[src/rtl/ex_mem_pipe_reg.sv]
// EX/MEM pipeline register with valid/ready handshake, store-data forwarding mux and flush.
// Optional stall counter output enabled by defining EXMEM_STALL_CNT_EN.
module ex_mem_pipe_reg #(
  parameter int DATA_W   = 32,
  parameter int REG_W    = 5,
  parameter int CTRL_W   = 27,
  parameter int RFWR_BIT = 23,
  parameter int DMWR_BIT = 22,
  parameter int CNT_W    = 16
) (
  input  logic              clk,
  input  logic              rst,
  input  logic              flush,
  input  logic              in_valid,
  output logic              in_ready,
  input  logic [CTRL_W-1:0] ctrl_in,
  input  logic [DATA_W-1:0] alu_in,
  input  logic [REG_W-1:0]  rd_in,
  input  logic [1:0]        fwd_sel,
  input  logic [DATA_W-1:0] fwd_rf,
  input  logic [DATA_W-1:0] fwd_alu,
  input  logic [DATA_W-1:0] fwd_mem,
  output logic              out_valid,
  input  logic              out_ready,
  output logic [DATA_W-1:0] alu_out,
  output logic [REG_W-1:0]  rd_out,
  output logic [CTRL_W-1:0] ctrl_out,
  output logic [DATA_W-1:0] store_data,
  output logic              rf_wr,
  output logic              dm_wr
`ifdef EXMEM_STALL_CNT_EN
  ,
  output logic [CNT_W-1:0]  stall_cnt
`endif
);

  logic              capture;
  logic              drain;
  logic [DATA_W-1:0] storeSel;

  assign in_ready = !out_valid || out_ready;
  assign capture  = in_valid && in_ready && !flush;
  assign drain    = out_valid && out_ready;

  always_comb begin
    storeSel = fwd_rf;
    case (fwd_sel)
      2'b01:   storeSel = fwd_alu;
      2'b10:   storeSel = fwd_mem;
      default: storeSel = fwd_rf;
    endcase
  end

  // Flush wins over capture and drain; payload is only ever written on capture.
  always_ff @(posedge clk or posedge rst) begin
    if (rst) begin
      out_valid  <= 1'b0;
      alu_out    <= '0;
      rd_out     <= '0;
      ctrl_out   <= '0;
      store_data <= '0;
    end else if (flush) begin
      out_valid <= 1'b0;
    end else if (capture) begin
      out_valid  <= 1'b1;
      alu_out    <= alu_in;
      rd_out     <= rd_in;
      ctrl_out   <= ctrl_in;
      store_data <= storeSel;
    end else if (drain) begin
      out_valid <= 1'b0;
    end
  end

  assign rf_wr = out_valid && ctrl_out[RFWR_BIT];
  assign dm_wr = out_valid && ctrl_out[DMWR_BIT];

`ifdef EXMEM_STALL_CNT_EN
  logic stallEdge;
  assign stallEdge = out_valid && !out_ready && !flush;

  always_ff @(posedge clk or posedge rst) begin
    if (rst) begin
      stall_cnt <= '0;
    end else if (stallEdge && (stall_cnt != {CNT_W{1'b1}})) begin
      stall_cnt <= stall_cnt + 1'b1;
    end
  end
`endif

endmodule

[config.mk]
export PLATFORM = sky130hd
export DESIGN_NAME = ex_mem_pipe_reg
export DESIGN_NICKNAME = d
export VERILOG_FILES = /design/src/rtl/ex_mem_pipe_reg.sv
export SDC_FILE = /design/constraint.sdc
export NUM_CORES = 1
export LEC_CHECK = 0
export BUFFER_PORTS_ARGS = -buffer_cell sky130_fd_sc_hd__clkbuf_2
export CAP_MARGIN = 15
export CORE_ASPECT_RATIO = 0.5
export CORE_MARGIN = 1
export CORE_UTILIZATION = 39
export DETAILED_ROUTE_END_ITERATION = 16
export GPL_ROUTABILITY_DRIVEN = 1
export GPL_TIMING_DRIVEN = 0
export MAX_ROUTING_LAYER = met4
export PLACE_DENSITY = 0.77
export SLEW_MARGIN = 20
export SYNTH_ARGS = -nofsm -noshare
export SYNTH_HDL_FRONTEND = slang
export SYNTH_SLANG_ARGS = --single-unit
export TNS_END_PERCENT = 10
[constraint.sdc]
create_clock -name clk -period 2.9 [get_ports clk]
set_input_delay 0.435 -clock clk [delete_from_list [all_inputs] [get_ports clk]]
set_output_delay 0.435 -clock clk [all_outputs]
set_load 0.05 [all_outputs]
==> metrics.md <==
| Metric | Value |
|---|---|
| Top-Level Pins | `267` |
| Leak Pwr | `3.22 nW` |
| Final setup fails | `0` |
| Switch share | `39.4%` |
| Internal | `0.00306 W` |
| CP Class | `in -> reg` |
| Hold buffers post-CTS | `0` |
| Outcome | `finished, final reports clean` |
| Initial antenna violation count | `0` |
| CTS tree | `built` |
| Core Footprint | `10400 um^2` |
| Number of H-tree levels | `3` |
| Final min period | `1.94 ns` |
| Element type at the critical path end | `flip-flop` |
| Worst min path class | `in -> async` |
| Max Clock Skew | `0.00458 ns` |
| Syn_area_per_cell | `13.2 um^2` |
| Vias in the first global route | `3736` |
| Die width | `150 um` |
| Reg power frac | `34.6%` |
| CTS Root Cell | `clkbuf_16` |
| Resize count post-CTS | `0` |
| Slowest stage cell on the critical path | `clkbuf_1` |
| Worst-Margin Slew | `0.722 ns` |
| Detail-routed via count per cell | `4.86` |
| Routed wire length | `11.5 mm` |
| DIE HEIGHT | `76.1 um` |
| Rows | `26` |
| Final core utilization | `59.4%` |
| Max Slew Vio Count | `0` |
| Total global routing overflow | `0` |
| Worst skew pair latency | `0.33 ns` |
| Detailed placement HPWL | `9.15 mm` |
| Via count | `3635` |
| Total CTS buffers | `9` |
| Reg clk slew, reported paths | `0.07 ns` |
| # DRC | `0` |
| Worst r2r dst | `store_data[28]` |
| TNS Setup | `0 ns` |
| Most frequent cells in the layout | `266 x clkbuf_2, 97 x dfrtp_1, 56 x mux2_2` |
| Final RePlAce weighted congestion | `0.868` |
| Post-synth cell types | `15` |
| Iteration-0 DRC Markers | `168` |
| Setup crit end | `store_data[1]` |
| Layout cells sized above 1 | `58.1%` |
| Fillers | `894` |
| CP startpoint | `fwd_sel[0]` |
| Max cap viols | `0` |
| Post-CTS setup buffer count | `0` |
| Most common cell after layout, fill and taps aside | `clkbuf_2` |
| Clock buffer depth | `2` |
| CP required | `3.18 ns` |
| Reg2reg start | `out_valid` |
| Combinational fraction of design power | `36.5%` |
| Pre-CTS WS | `0.637 ns` |
| CP startpoint kind | `input port` |
| Ys Warns | `0` |
| Clock tree sinks | `97` |
| Mapped Cells | `324` |
| Remaining antenna violation count | `0` |
| Synth Cell Area | `4280 um^2` |
| CP max FO | `10` |
| Routed len/inst | `15.4 um` |
| Max Clock Freq | `514 MHz` |
| R2R Setup Slk | `1.03 ns` |
| PnR worst setup slack | `0.955 ns` |
| Drt pass-1 iters | `4` |
| Global Route Usage Sum | `21.8%` |
| Syn-to-layout area delta | `44.9%` |
| #FFs+latches synth | `97` |
| Starting Density | `41.0%` |
| Max incr delay on CP | `0.51 ns` |
| I/O Buffers | `266` |
| Most frequent CP cell | `clkbuf_1` |
| Fin nets | `772` |
| Slew headroom | `51.8%` |
| Total power per unit cell area | `815 nW/um^2` |
| RSZ-0062 raised after global routing | `no` |
| Worst path cell trace | `clkbuf_2 -> inv_1 -> ha_1 -> clkbuf_1 -> clkbuf_1 -> a221oi_1 -> a21oi_1 -> mux2_2` |
| Switch Pwr | `0.00200 W` |
| Final hold violation count | `0` |
| Part of the Yosys area used for sequential elements | `56.7%` |
| Die footprint | `11400 um^2` |
| Largest net degree at the start of global routing | `35` |
| Worst vdd ir | `0.395 mV` |
| Post-Syn Nets | `493` |
| Antenna diode count | `0` |
| First-pass GRT wire length | `18.7 mm` |
| Final Cycle Share | `67.1%` |
| FF-to-FF path depth | `5` |
| Clock power share | `28.9%` |
| Arr. time, crit path | `2.22 ns` |
[worst min path at each step]
stage	end	slack (ns)	startpoint	cells past startpoint
finish	ctrl_out[3]	0.20	rst	2
global route	alu_out[2]	0.24	rst	2
CTS	ctrl_out[22]	0.21	rst	2
detailed placement	rd_out[2]	0.47	rd_out[2]	1
global placement	rd_out[2]	0.47	rd_out[2]	1
floorplan	out_valid	0.50	flush	1
[worst max-delay path: cells and delay by family]
kind                     cells  cell delay (ns)
buffers and inverters        4             1.00
AO/OA/AOI/OAI                2             0.32
adder cells (fa/ha/maj)      1             0.27
multiplexers                 1             0.19
[power groups by stage]
stage               clock, W  sequential [W]  combinational [W]
floorplan                  0         0.00271           0.000393
global placement           0         0.00176            0.00183
detailed placement         0         0.00178            0.00186
CTS                  0.00150         0.00175            0.00186
global route         0.00155         0.00179            0.00194
finish               0.00146         0.00175            0.00185
[routing by layer]
metal / track usage, % / share of wire (%)
met5: - / 0
met4: 6.36 / 1.7
met3: 4.49 / 4.1
met2: 38.2 / 53
met1: 25.1 / 41
[final cells by class]
type / instances / area (um^2) / area share (%)
clock buffer: 9 / 225 / 3.63
inverter: 36 / 139 / 2.24
timing repair buffer: 268 / 1370 / 22.1
buffer: 23 / 126 / 2.04
clock inverter: 7 / 149 / 2.40
tap: 140 / 175 / 2.82
multi-input combinational: 168 / 1590 / 25.7
sequential: 97 / 2430 / 39.1
[flip-flops by register name (all words and copies together) (netlist names)]
signal and flops:
alu_out 32, ctrl_out 27, out_valid 1, rd_out 5
store_data 32
[stage by stage]
step / cells / total power, W / instance area, um^2 / hold slack (ns)
floorplan: 324 / 0.00310 / 4290 / 0.501
global placement: 730 / 0.00359 / 5790 / 0.469
detailed placement: 732 / 0.00363 / 5830 / 0.474
CTS: 748 / 0.00512 / 6210 / 0.213
global route: 748 / 0.00527 / 6210 / 0.240
finish: 748 / 0.00506 / 6210 / 0.200
[synthesized netlist by cell type]
cell      instances  share of area [%]
and2_1            2               0.29
ha_1              2               0.58
inv_1            36                3.2
a221oi_1         32                6.5
dfrtp_1          97                 57
a21oi_1          32                3.7
mux2_1           40                 11
mux2_2           56                 15
nor2_1            2               0.18
nor3b_4           1               0.44
buf_2             5               0.58
buf_6             4                1.1
nor2b_2           1               0.20
buf_4             1               0.18
clkbuf_1         13                1.1
[cells by family after synthesis]
group	Yosys count	synth area share (%)
mux	96	25.2
simple gates	6	1.11
flops	97	56.7
fa+ha+maj	2	0.584
compound gates	64	10.3
buf+inv	59	6.11
Note: power is estimated with default switching activity, not from simulation.
